`config.mk`:
```
export PLATFORM = sky130hd
export DESIGN_NAME = bcd_result_converter
export DESIGN_NICKNAME = d
export VERILOG_FILES = /design/src/rtl/bcd_result_converter.sv
export SDC_FILE = /design/constraint.sdc
export NUM_CORES = 1
export LEC_CHECK = 0
export CAP_MARGIN = 0
export CORE_ASPECT_RATIO = 0.7
export CORE_MARGIN = 4
export CORE_UTILIZATION = 51
export DETAILED_ROUTE_END_ITERATION = 8
export MAX_ROUTING_LAYER = met4
export PLACE_DENSITY_LB_ADDON = 0.1
export SLEW_MARGIN = 5
export SYNTH_ARGS = -nofsm -noshare
export SYNTH_HDL_FRONTEND = slang
export SYNTH_SLANG_ARGS = --single-unit
export TNS_END_PERCENT = 20
```
`constraint.sdc`:
```
create_clock -name clk -period 2.9 [get_ports clk]
set_input_delay 0.29 -clock clk [delete_from_list [all_inputs] [get_ports clk]]
set_output_delay 0.29 -clock clk [all_outputs]
set_load 0.02 [all_outputs]
```
`src/rtl/bcd_result_converter.sv`:
```
// bcd_result_converter: sequential binary-to-BCD (double dabble), one bit per clock, with valid/ready on both sides.
module bcd_result_converter #(
  parameter int WIDTH = 8,
  parameter int DIGITS = 3
) (
  input  logic                  clk,
  input  logic                  rst,
  input  logic                  in_valid,
  output logic                  in_ready,
  input  logic [WIDTH-1:0]      bin,
  output logic                  out_valid,
  input  logic                  out_ready,
  output logic [4*DIGITS-1:0]   bcd,
  output logic [DIGITS-1:0]     blank,
  output logic                  busy
);
  typedef enum logic [1:0] {IDLE, SHIFT, DONE} state_t;
  localparam int CW = $clog2(WIDTH + 1);
  localparam logic [DIGITS-1:0] BLANK0 = ~DIGITS'(1);
  state_t state;
  logic [WIDTH-1:0] shift_reg;
  logic [4*DIGITS-1:0] work_bcd, adj, nxt;
  logic [CW-1:0] cnt;
  logic [DIGITS-1:0] nb;
  logic z;
  assign in_ready = state == IDLE;
  assign busy = state == SHIFT;
  assign out_valid = state == DONE;
  // nb flags digits that are zero along with every digit above them
  always_comb begin
    adj = '0;
    for (int k = 0; k < DIGITS; k++)
      adj[4*k+:4] = work_bcd[4*k+:4] >= 4'd5 ? work_bcd[4*k+:4] + 4'd3 : work_bcd[4*k+:4];
    nxt = {adj[4*DIGITS-2:0], shift_reg[WIDTH-1]};
    z = 1'b1;
    nb = '0;
    for (int k = DIGITS - 1; k > 0; k--) begin
      z = z & (nxt[4*k+:4] == 4'd0);
      nb[k] = z;
    end
  end
  always_ff @(posedge clk or posedge rst) begin
    if (rst) begin
      state <= IDLE;
      shift_reg <= '0;
      work_bcd <= '0;
      cnt <= '0;
      bcd <= '0;
      blank <= BLANK0;
    end else begin
      case (state)
        IDLE: if (in_valid) begin
          shift_reg <= bin;
          work_bcd <= '0;
          cnt <= '0;
          state <= SHIFT;
        end
        SHIFT: begin
          work_bcd <= nxt;
          shift_reg <= shift_reg << 1;
          cnt <= cnt + 1'b1;
          if (cnt == CW'(WIDTH - 1)) begin
            bcd <= nxt;
            blank <= nb;
            state <= DONE;
          end
        end
        DONE: if (out_ready) state <= IDLE;
        default: state <= IDLE;
      endcase
    end
  end
endmodule

```
==> impl_metrics.yaml <==
outcome:
  outcome: "completed"
drt:
  drc: 0
  top_layer_used: "met4"
  wl_met1_um: 1970
  wl_um: 4240
  avgRoutedWirePerCell_um: 15.1
  wl_met2_um: 2030
  route.met3.wl_um: 176
  dr.pass1.iters: 4
  drt_iter0_drc: 54
  postRouteAntennaNets: 0
  vias: 1552
  vias_per_cell: 5.52
yosys:
  synthArstFlopShare_pct: 100
  synth-seq-area-share_pct: 50.2
  synth_edf_count: 0
  yosys_warnings: 0
  ys_seq_elements: 40
  synthTopCellsByCount: "38 x dfrtp_1, 32 x nand2_1, 29 x o21ai_0"
  netlist_top_cells_area: "dfrtp_1 48%, o21ai_0 7.3%, nand2_1 6.0%, ha_1 4.4%, nor3b_1 3.8%"
  synthDistinctLibCells: 41
  synthFlopType: "dfrtp_1"
  yosysTopAreaCell: "dfrtp_1"
  synth_most_common_cell: "dfrtp_1"
  synth_top_area_share_pct: 47.6
  synthesis.nets: 221
  syn-cell-area_mm2: 0.00200
  syn_inst: 202
  avgSynthCellArea_um2: 9.89
power_and_ir_drop:
  net-switching-power_mw: 1.06
  pwr-share-comb_pct: 47.3
  p_leak_nw: 1.04
  max-vdd-ir-drop_mv: 0.700
  p_per_area_mw_per_mm2: 1100
  cellInternalPower_mw: 1.57
  clkPwrFrac_pct: 14.5
  fin_total_pwr_mw: 2.63
  pwr-share-seq_pct: 38.2
  sw_frac_of_total_pct: 40.3
layout:
  drive_gt1_share_pct: 12.1
  nFillCells: 307
  area_delta_synth_final_pct: 20.0
  register_area_mm2: 0.00100
  antenna_cells: 0
  nets: 249
  multi_input_area_um2: 897
global_route:
  grt_usage_pct: 19.3
  grt_overflow: 0
  grt_antenna_before_repair: 0
  grt_pass1_vias: 1567
  grt_max_degree: 41
  grt_first_pass_wirelength_um: 7350
timing:
  drv_slew: 0
  setup_tns_ns: 0
  max_freq_ghz: 0.456
  post-route-period-util_pct: 75.7
  finClkSkew_ns: 0.00635
  hold_viol: 0
  grt_setup_unrepaired: "false"
  min_period_ns: 2.19
  setup_viol: 0
run:
  drv_cap: 0
die:
  rows: 18
  start_util_pct: 54.8
  die_h_um: 60.4
  fp.dieArea_mm2: 0.00500
  ioPinCount: 30
  die_x_um: 82.8
  coreArea_mm2: 0.00365
clock_tree:
  holdBufCountCts: 0
  postCtsResizedCells: 0
  numCtsBuffers: 5
  root_buffer: "clkbuf_8"
  cts_sinks: 40
  cts_buffer_depth: 2
  clk_pin_slew_ns: 0.07
  cts_tree: "yes"
  post-cts-setup-buffer-count: 0
  clk_latency_ns: 0.29
  htree_levels: 2
place:
  hpwlAfterDp_um: 3060
  io_buffers: 28
  gp_congestion: 0.800
critical_path:
  criticalPathCategory: "flip-flop to output pin"
  cp.required_ns: 2.61
  crit_path_end_kind: "output pin"
  crit_arrival_ns: 1.90
  r2r-end: "blank[1]"
  crit_path_start_kind: "flip-flop"
  timing.rr.start: "work_bcd[4]"
  rrSetupSlack_ns: 1.09
  r2r_cells: 6
  crit_fanout: 14
worst_hold_path:
  hold_path_class: "input pin to async pin"
==> layout by cell type (no fill, tap or decap), types with 4 or more instances in the layout <==
| cell type | n |
|---|---|
| mux2_2 | 6 |
| inv_1 | 9 |
| o21ai_0 | 29 |
| nor2_1 | 5 |
| a22o_1 | 5 |
| dfrtp_1 | 38 |
| nor3b_1 | 10 |
| clkbuf_8 | 6 |
| nand2b_1 | 4 |
| clkdlybuf4s50_1 | 28 |
| nand2_1 | 32 |
| ha_1 | 7 |
| a21oi_1 | 14 |
==> per-layer routing <==
layer | track usage [%] | vias to the layer above
met5 | - | -
met3 | 4.48 | 8
met2 | 32.0 | 36
met4 | 7.46 | 0
met1 | 23.7 | 754
li1 | - | 754
==> cells by family (layout without fill, tap and decap cells) <==
group,count (synthesis),in the layout,synth area share (%)
AO/OA/AOI/OAI,61,61,18.4
flip-flops,40,40,50.2
AND/OR/NAND/NOR,63,63,16.7
multiplexers,7,7,3.88
XOR/XNOR,3,3,1.32
other,1,1,0.188
buffers and inverters,20,49,4.88
adder cells (fa/ha/maj),7,7,4.38
==> per-stage QoR <==
step | setup WS [ns] | cell area [um^2] | hold slack [ns] | utilization, % | cells
finish | 0.705 | 2400 | 0.414 | 65.7 | 281
global route | 0.642 | 2400 | 0.470 | 65.7 | 281
CTS | 0.704 | 2400 | 0.435 | 65.7 | 281
detailed placement | 1.04 | 2310 | 0.471 | 63.3 | 273
global placement | 1.11 | 2310 | 0.462 | 63.3 | 273
floorplan | 1.29 | 2000 | 0.398 | - | 202
==> worst max-delay path, cell delays in order, from the launching register on <==
cell and delay, ns:
dfrtp_1 0.60, nand2b_4 0.32, clkinv_4 0.13, clkdlybuf4s50_1 0.56
==> power groups by stage <==
stage                     combinational [mW]  sequential, mW  clock (mW)
after global routing                    1.39            1.04       0.419
after floorplan                        0.784            1.05           0
after detailed placement                1.25            1.01           0
after CTS                               1.25            1.00       0.386
final                                   1.24            1.00       0.383
after global placement                  1.20           0.990           0
==> worst max path at each step <==
stage               slack, ns  endpoint  depth (start not counted)        start
floorplan                1.29  blank[1]                          6  work_bcd[4]
global placement         1.11      busy                          3     state[1]
detailed placement       1.04      busy                          3     state[1]
CTS                      0.70      busy                          3     state[1]
global route             0.64      busy                          3     state[1]
finish                   0.71      busy                          3     state[1]
==> layout make-up <==
class,count,share of cell area [%]
Sequential cell,40,41.8
Multi-Input combinational cell,142,37.4
Timing Repair Buffer,31,12.6
Clock buffer,8,3.76
Tap cell,50,2.61
Inverter,10,1.77
Note: power is estimated with default switching activity, not from simulation.
